**src/rtl/mux_sel_scanner.sv**
```systemverilog
// mux_sel_scanner: round-robin select sequencer for a 4:1 mux that packs one sample per channel into a word.
// Optional feature macro: SCAN_PARITY_EN (registers parity of each packed word on word_par).
module mux_sel_scanner #(
    parameter int DWELL = 4
) (
    input  logic       clk,
    input  logic       rst_n,
    input  logic       start,
    input  logic       cont,
    input  logic       mux_out,
    output logic       s0,
    output logic       s1,
    output logic       busy,
    output logic [3:0] word,
    output logic       word_valid,
    output logic       word_par
);
    typedef enum logic {IDLE, SCAN} state_t;

    localparam logic [7:0] LAST = 8'(DWELL - 1);

    state_t      state_q, state_d;
    logic [1:0]  ch_q, ch_d;
    logic [7:0]  cnt_q, cnt_d;
    logic [2:0]  shadow_q, shadow_d;
    logic [3:0]  word_q, word_d;
    logic        valid_q, valid_d;
    logic        dwell_end, sample_last;

    assign dwell_end   = cnt_q == LAST;
    assign sample_last = state_q == SCAN && dwell_end && ch_q == 2'd3;

    // Next-state: dwell counting, per-channel sampling and word assembly.
    always_comb begin
        state_d  = state_q;
        ch_d     = ch_q;
        cnt_d    = cnt_q;
        shadow_d = shadow_q;
        word_d   = word_q;
        valid_d  = 1'b0;
        if (state_q == IDLE) begin
            if (start) begin
                state_d = SCAN;
                ch_d    = 2'd0;
                cnt_d   = 8'd0;
            end
        end else if (!dwell_end) begin
            cnt_d = cnt_q + 8'd1;
        end else if (ch_q != 2'd3) begin
            shadow_d = {ch_q == 2'd2 ? mux_out : shadow_q[2],
                        ch_q == 2'd1 ? mux_out : shadow_q[1],
                        ch_q == 2'd0 ? mux_out : shadow_q[0]};
            ch_d     = ch_q + 2'd1;
            cnt_d    = 8'd0;
        end else begin
            word_d  = {mux_out, shadow_q};
            valid_d = 1'b1;
            ch_d    = 2'd0;
            cnt_d   = 8'd0;
            state_d = cont ? SCAN : IDLE;
        end
    end

    // State register with synchronous active-low reset; a reset mid-scan discards the partial word.
    always_ff @(posedge clk) begin
        if (!rst_n) begin
            state_q  <= IDLE;
            ch_q     <= 2'd0;
            cnt_q    <= 8'd0;
            shadow_q <= 3'd0;
            word_q   <= 4'd0;
            valid_q  <= 1'b0;
        end else begin
            state_q  <= state_d;
            ch_q     <= ch_d;
            cnt_q    <= cnt_d;
            shadow_q <= shadow_d;
            word_q   <= word_d;
            valid_q  <= valid_d;
        end
    end

`ifdef SCAN_PARITY_EN
    logic par_q;

    // Parity is captured on the same edge as the word and holds with it.
    always_ff @(posedge clk) begin
        if (!rst_n) par_q <= 1'b0;
        else if (sample_last) par_q <= ^{mux_out, shadow_q};
    end

    assign word_par = par_q;
`else
    assign word_par = 1'b0;
`endif

    assign s0         = ch_q[0];
    assign s1         = ch_q[1];
    assign busy       = state_q == SCAN;
    assign word       = word_q;
    assign word_valid = valid_q;
endmodule
```
**config.mk**
```make
export PLATFORM = sky130hd
export DESIGN_NAME = mux_sel_scanner
export DESIGN_NICKNAME = d
export VERILOG_FILES = /design/src/rtl/mux_sel_scanner.sv
export SDC_FILE = /design/constraint.sdc
export NUM_CORES = 1
export LEC_CHECK = 0
export CORE_UTILIZATION = 55
export DETAILED_ROUTE_END_ITERATION = 8
export HOLD_SLACK_MARGIN = 0.02
export PLACE_DENSITY = 0.78
export SYNTH_ARGS = -nofsm -noshare
export SYNTH_HDL_FRONTEND = slang
export SYNTH_SLANG_ARGS = --single-unit
```
**constraint.sdc**
```tcl
create_clock -name clk -period 4.05 [get_ports clk]
set_input_delay 0.81 -clock clk [delete_from_list [all_inputs] [get_ports clk]]
set_output_delay 0.81 -clock clk [all_outputs]
set_load 0.02 [all_outputs]
```
* Yosys cells after proc, flatten, opt, wreduce, memory -nomap -nowiden
Index checks and enable logic that the tools add are counted.
** Word-level totals
- Register bits after elaboration :: 19
- Input bits :: 5
- Word-level logic and storage cells :: 37
** Cells by class
- $add $sub $neg :: 2
- Equal/unequal tests :: 5
- Multiplexer cells :: 13
- Bitwise gates (word level) :: 1
- Reduce and logical (&&, ||, !) cells :: 8
** Operator list (number)
- $mux W8 :: 3
- $reduce_and A4 Y1 :: 3
- $add A8 B1 Y8 const B :: 1
- $eq A8 B2 Y1 const B :: 1
- $mux W2 :: 4
- $mux W1 :: 6
- $reduce_and A3 Y1 :: 2
- $add A2 B1 Y2 const B :: 1
- $eq A2 B1 Y1 const B :: 1
- $eq A2 B2 Y1 const B :: 1
- $logic_not A2 Y1 :: 1
- $ne A2 B1 Y1 const B :: 1
- $ne A2 B2 Y1 const B :: 1
- $reduce_and A2 Y1 :: 1
- $reduce_bool A2 Y1 :: 1
- $not A1 Y1 :: 1

* Logic depth before layout (Yosys ltp)
- Word-level depth :: 4
- Gate-level depth with buffers :: 6
- Mapped depth without buffers :: 5

* Least setup slack after synthesis
Ideal clock, no wire load.
- Path kind :: input-to-reg
- Start point :: input rst_n
- End point :: register ch_q[0]
- Setup time :: 0.070 ns
- Arrival time :: 1.546 ns
- Data required time :: 3.980 ns
- Path slack :: 2.434 ns
- Stages :: 4
- Path through :: clkbuf_1 > clkbuf_1 > o21ai_0 > a21oi_1
** RTL lines
- start, declared :: RTL line 7 : input logic rst_n,
- end signal, assigned :: RTL line 75 : ch_q <= ch_d;
- end, declared :: RTL line 23 : logic [1:0] ch_q, ch_d;

* Worst setup path after layout
- Start point :: register state_q (netlist: busy)
- End point :: output busy
** RTL lines
- start, declared :: RTL line 22 : state_t state_q, state_d;
- start signal, assigned :: RTL line 74 : state_q <= state_d;
- end, declared :: RTL line 13 : output logic busy,
No word-level cell between the ends.

==> results.md <==
* Status: completed
* Number of H-tree levels at 1
* Total CTS buffers at 3
* Syn-to-layout area delta at 15.0%
* Setup TNS at 0 ns
* DRT iter0 DRCs at 12
* Clk buf depth at 2
* Num Clock Sinks at 19
* Final Hold Vio Count at 0
* Pwr Density at 297 nW/µm²
* Antenna cells at 0
* I/O Buffers at 12
* Cell count after synthesis at 98
* Initial Util at 0.598
* Width of the chip at 42.7 µm
* Via count at 704
* Clock skew at 0.00569 ns
* Flop pwr share at 0.619
* Clock-pin slew on the worst setup and hold paths at 0.12 ns
* Final net count at 120
* Fin crit share at 0.589
* CTS tree: done
* Syn nets at 108
* Tmin final at 2.39 ns
* Yosys reg bits at 19
* Post-Route WL at 1.65 mm
* Core box area at 1520 µm²
* RSZ-0062 raised after global routing: false
* CP max-delay cell: clkdlybuf4s50_1
* Post-route DRC violation count at 0
* Clk pwr share at 0.311
* Crit-path max cell delay at 0.69 ns
* Max-slew headroom at 0.575
* Combinational share of power at 0.070
* Vias in the first global route at 693
* Final setup fails at 0
* Post-synthesis sequential area ratio at 0.418
* Sw frac at 0.242
* Setup Buffers After CTS at 0
* Clk_lat worst skew at 0.29 ns
* Vias per inst at 5.63
* Least-Margin Pin Slew at 0.636 ns
* Die area at 1820 µm²
* Antenna-violating nets left at 0
* Buf/Inv on CP at 1
* CP Data Required Time at 3.24 ns
* Largest net degree at the start of global routing at 21
* Min-delay worst type: reg2reg
* Root Buffer: clkbuf_4
* Worst path cell trace: clkdlybuf4s50_1
* Critical path class: reg2out
* Pint at 236 µW
* HPWL Detailed at 1.20 mm
* Share of layout cells above drive strength 1 at 0.0826
* Peak Freq at 419 MHz
* Yosys synthesis warning count at 0
* Gr ovfl total at 0
* Leakage at 0.000443 µW
* Crit path arrival time at 1.58 ns
* Crit-path max FO at 12
* Wirelength per Cell at 13.2 µm
* Max-slew violation count at 0
* Non-Filler Instances at 125
* CTS Hold Bufs at 0
* First-pass GRT wire length at 2.77 mm
* Crit. End Element: output port
* Switching pwr at 75.1 µW
* Total track usage at 0.196
* Worst setup SP type: register
* Syn_area_per_cell at 9.29 µm²
* # rows at 14
* CP top delay family: buffers and inverters
* Design Power at 311 µW
* Synthesized area at 911 µm²
* Die height at 42.7 µm
* Placed Instances at 121
* Max-cap violations at 0
* Peak VDD IR at 0.196 mV
* Placer Congestion at 0.854
* Top Ports at 14
* CTS resizes at 0
* TritonRoute pass-1 iters at 4
* Synth unique cells at 31
* Initial antenna violation count at 0
cell usage in the layout (no fill, tap or decap):
cell type,netlist,routed
a21boi_0,2,2
a21oi_1,5,5
a22o_1,1,1
a31oi_1,3,3
a32o_1,1,1
a41oi_1,1,1
and2_1,1,1
and3_1,1,1
and3_2,2,2
clkbuf_4,0,3
clkdlybuf4s50_1,0,12
clkinv_2,0,1
conb_1,1,1
dfxtp_1,19,19
ha_1,5,5
inv_1,2,2
mux2i_1,9,9
nand2_1,16,16
nand2_4,1,1
nand3_1,3,3
nand3b_1,1,1
nand4_1,1,1
nor2_1,4,4
nor2b_1,4,4
nor3_1,1,1
nor3b_1,1,1
nor4b_2,1,1
o21ai_0,5,5
o221a_4,1,1
xnor2_1,1,1
cells by family after synthesis:
kind of cell,synth area share
AND/OR/NAND/NOR,0.214
AO/OA/AOI/OAI,0.144
flip-flops,0.418
multiplexers,0.0989
buffers and inverters,0.0426
adder cells (fa/ha/maj),0.0687
other,0.00412
XOR/XNOR,0.00962
registers in the layout, indices dropped and copies added (netlist names):
name	flops
busy	1
shadow_q	3
word	4
ch_q	2
word_valid	1
cnt_q	8
layer usage:
metal	vias to the layer above	part of all wire	routed length [µm]	global-route usage
li1	361	-	-	-
met1	325	0.46	761	0.248
met2	18	0.49	812	0.324
met3	0	0.047	77	0.0383
met4	0	0	0	0.0813
met5	-	0	0	0
cell usage after synthesis:
master	number	area, µm²
nor2b_1	4	25.0
nand2_4	1	11.3
dfxtp_1	19	380
nor3b_1	1	7.51
nand2_1	16	60.1
nand3_1	3	15.0
clkbuf_1	2	7.51
buf_4	1	7.51
nor3_1	1	5.00
o21ai_0	5	25.0
and3_1	1	6.26
o221a_4	1	20.0
mux2i_1	9	90.1
ha_1	5	62.6
buf_2	1	5.00
a32o_1	1	10.0
conb_1	1	3.75
inv_1	2	7.51
a21boi_0	2	15.0
nand3b_1	1	7.51
nand4_1	1	6.26
xnor2_1	1	8.76
buf_6	1	11.3
and3_2	2	15.0
nor4b_2	1	15.0
a21oi_1	5	25.0
a31oi_1	3	18.8
nor2_1	4	15.0
a41oi_1	1	8.76
and2_1	1	6.26
a22o_1	1	8.76
stage by stage:
stage                     instance area [µm²]  worst slack [ns]  hold slack (ns)  utilization
final                                    1050              1.66            0.474        0.687
after global routing                     1050              1.56            0.513        0.687
after global placement                   1020              1.52            0.447        0.669
after CTS                                1050              1.67            0.480        0.687
after floorplan                           911              2.43            0.439            -
after detailed placement                 1020              1.40            0.459        0.669
power by group through the flow:
stage | logic, µW | registers, µW | clock network (µW)
3_5_place_dp | 21.6 | 196 | 0
2_1_floorplan | 15.7 | 195 | 0
6_report | 21.8 | 192 | 96.7
4_1_cts | 21.7 | 192 | 97.6
3_3_place_gp | 21.2 | 196 | 0
5_1_grt | 24.1 | 193 | 106
worst paths after layout:
| kind | end | slack, ns | cells after the start | start |
|---|---|---|---|---|
| max | busy | 1.66 | 1 | busy$_SDFF_PN0_ |
| min | word[2]$_SDFFE_PN0P_ | 0.47 | 2 | word[2]$_SDFFE_PN0P_ |
| max reg2reg | busy$_SDFF_PN0_ | 2.29 | 5 | cnt_q[0]$_SDFFE_PN0P_ |
| min reg2reg | word[2]$_SDFFE_PN0P_ | 0.47 | 2 | word[2]$_SDFFE_PN0P_ |
final cells by class:
| class | instances | area (µm²) |
|---|---|---|
| clock buffer | 3 | 22.5 |
| clock inverter | 1 | 5.00 |
| fill | 126 | 477 |
| inverter | 2 | 7.51 |
| multi-input combinational | 72 | 492 |
| sequential | 19 | 380 |
| tap | 16 | 20.0 |
| timing repair buffer | 12 | 120 |
No activity file was read; power rests on OpenSTA's default activity.
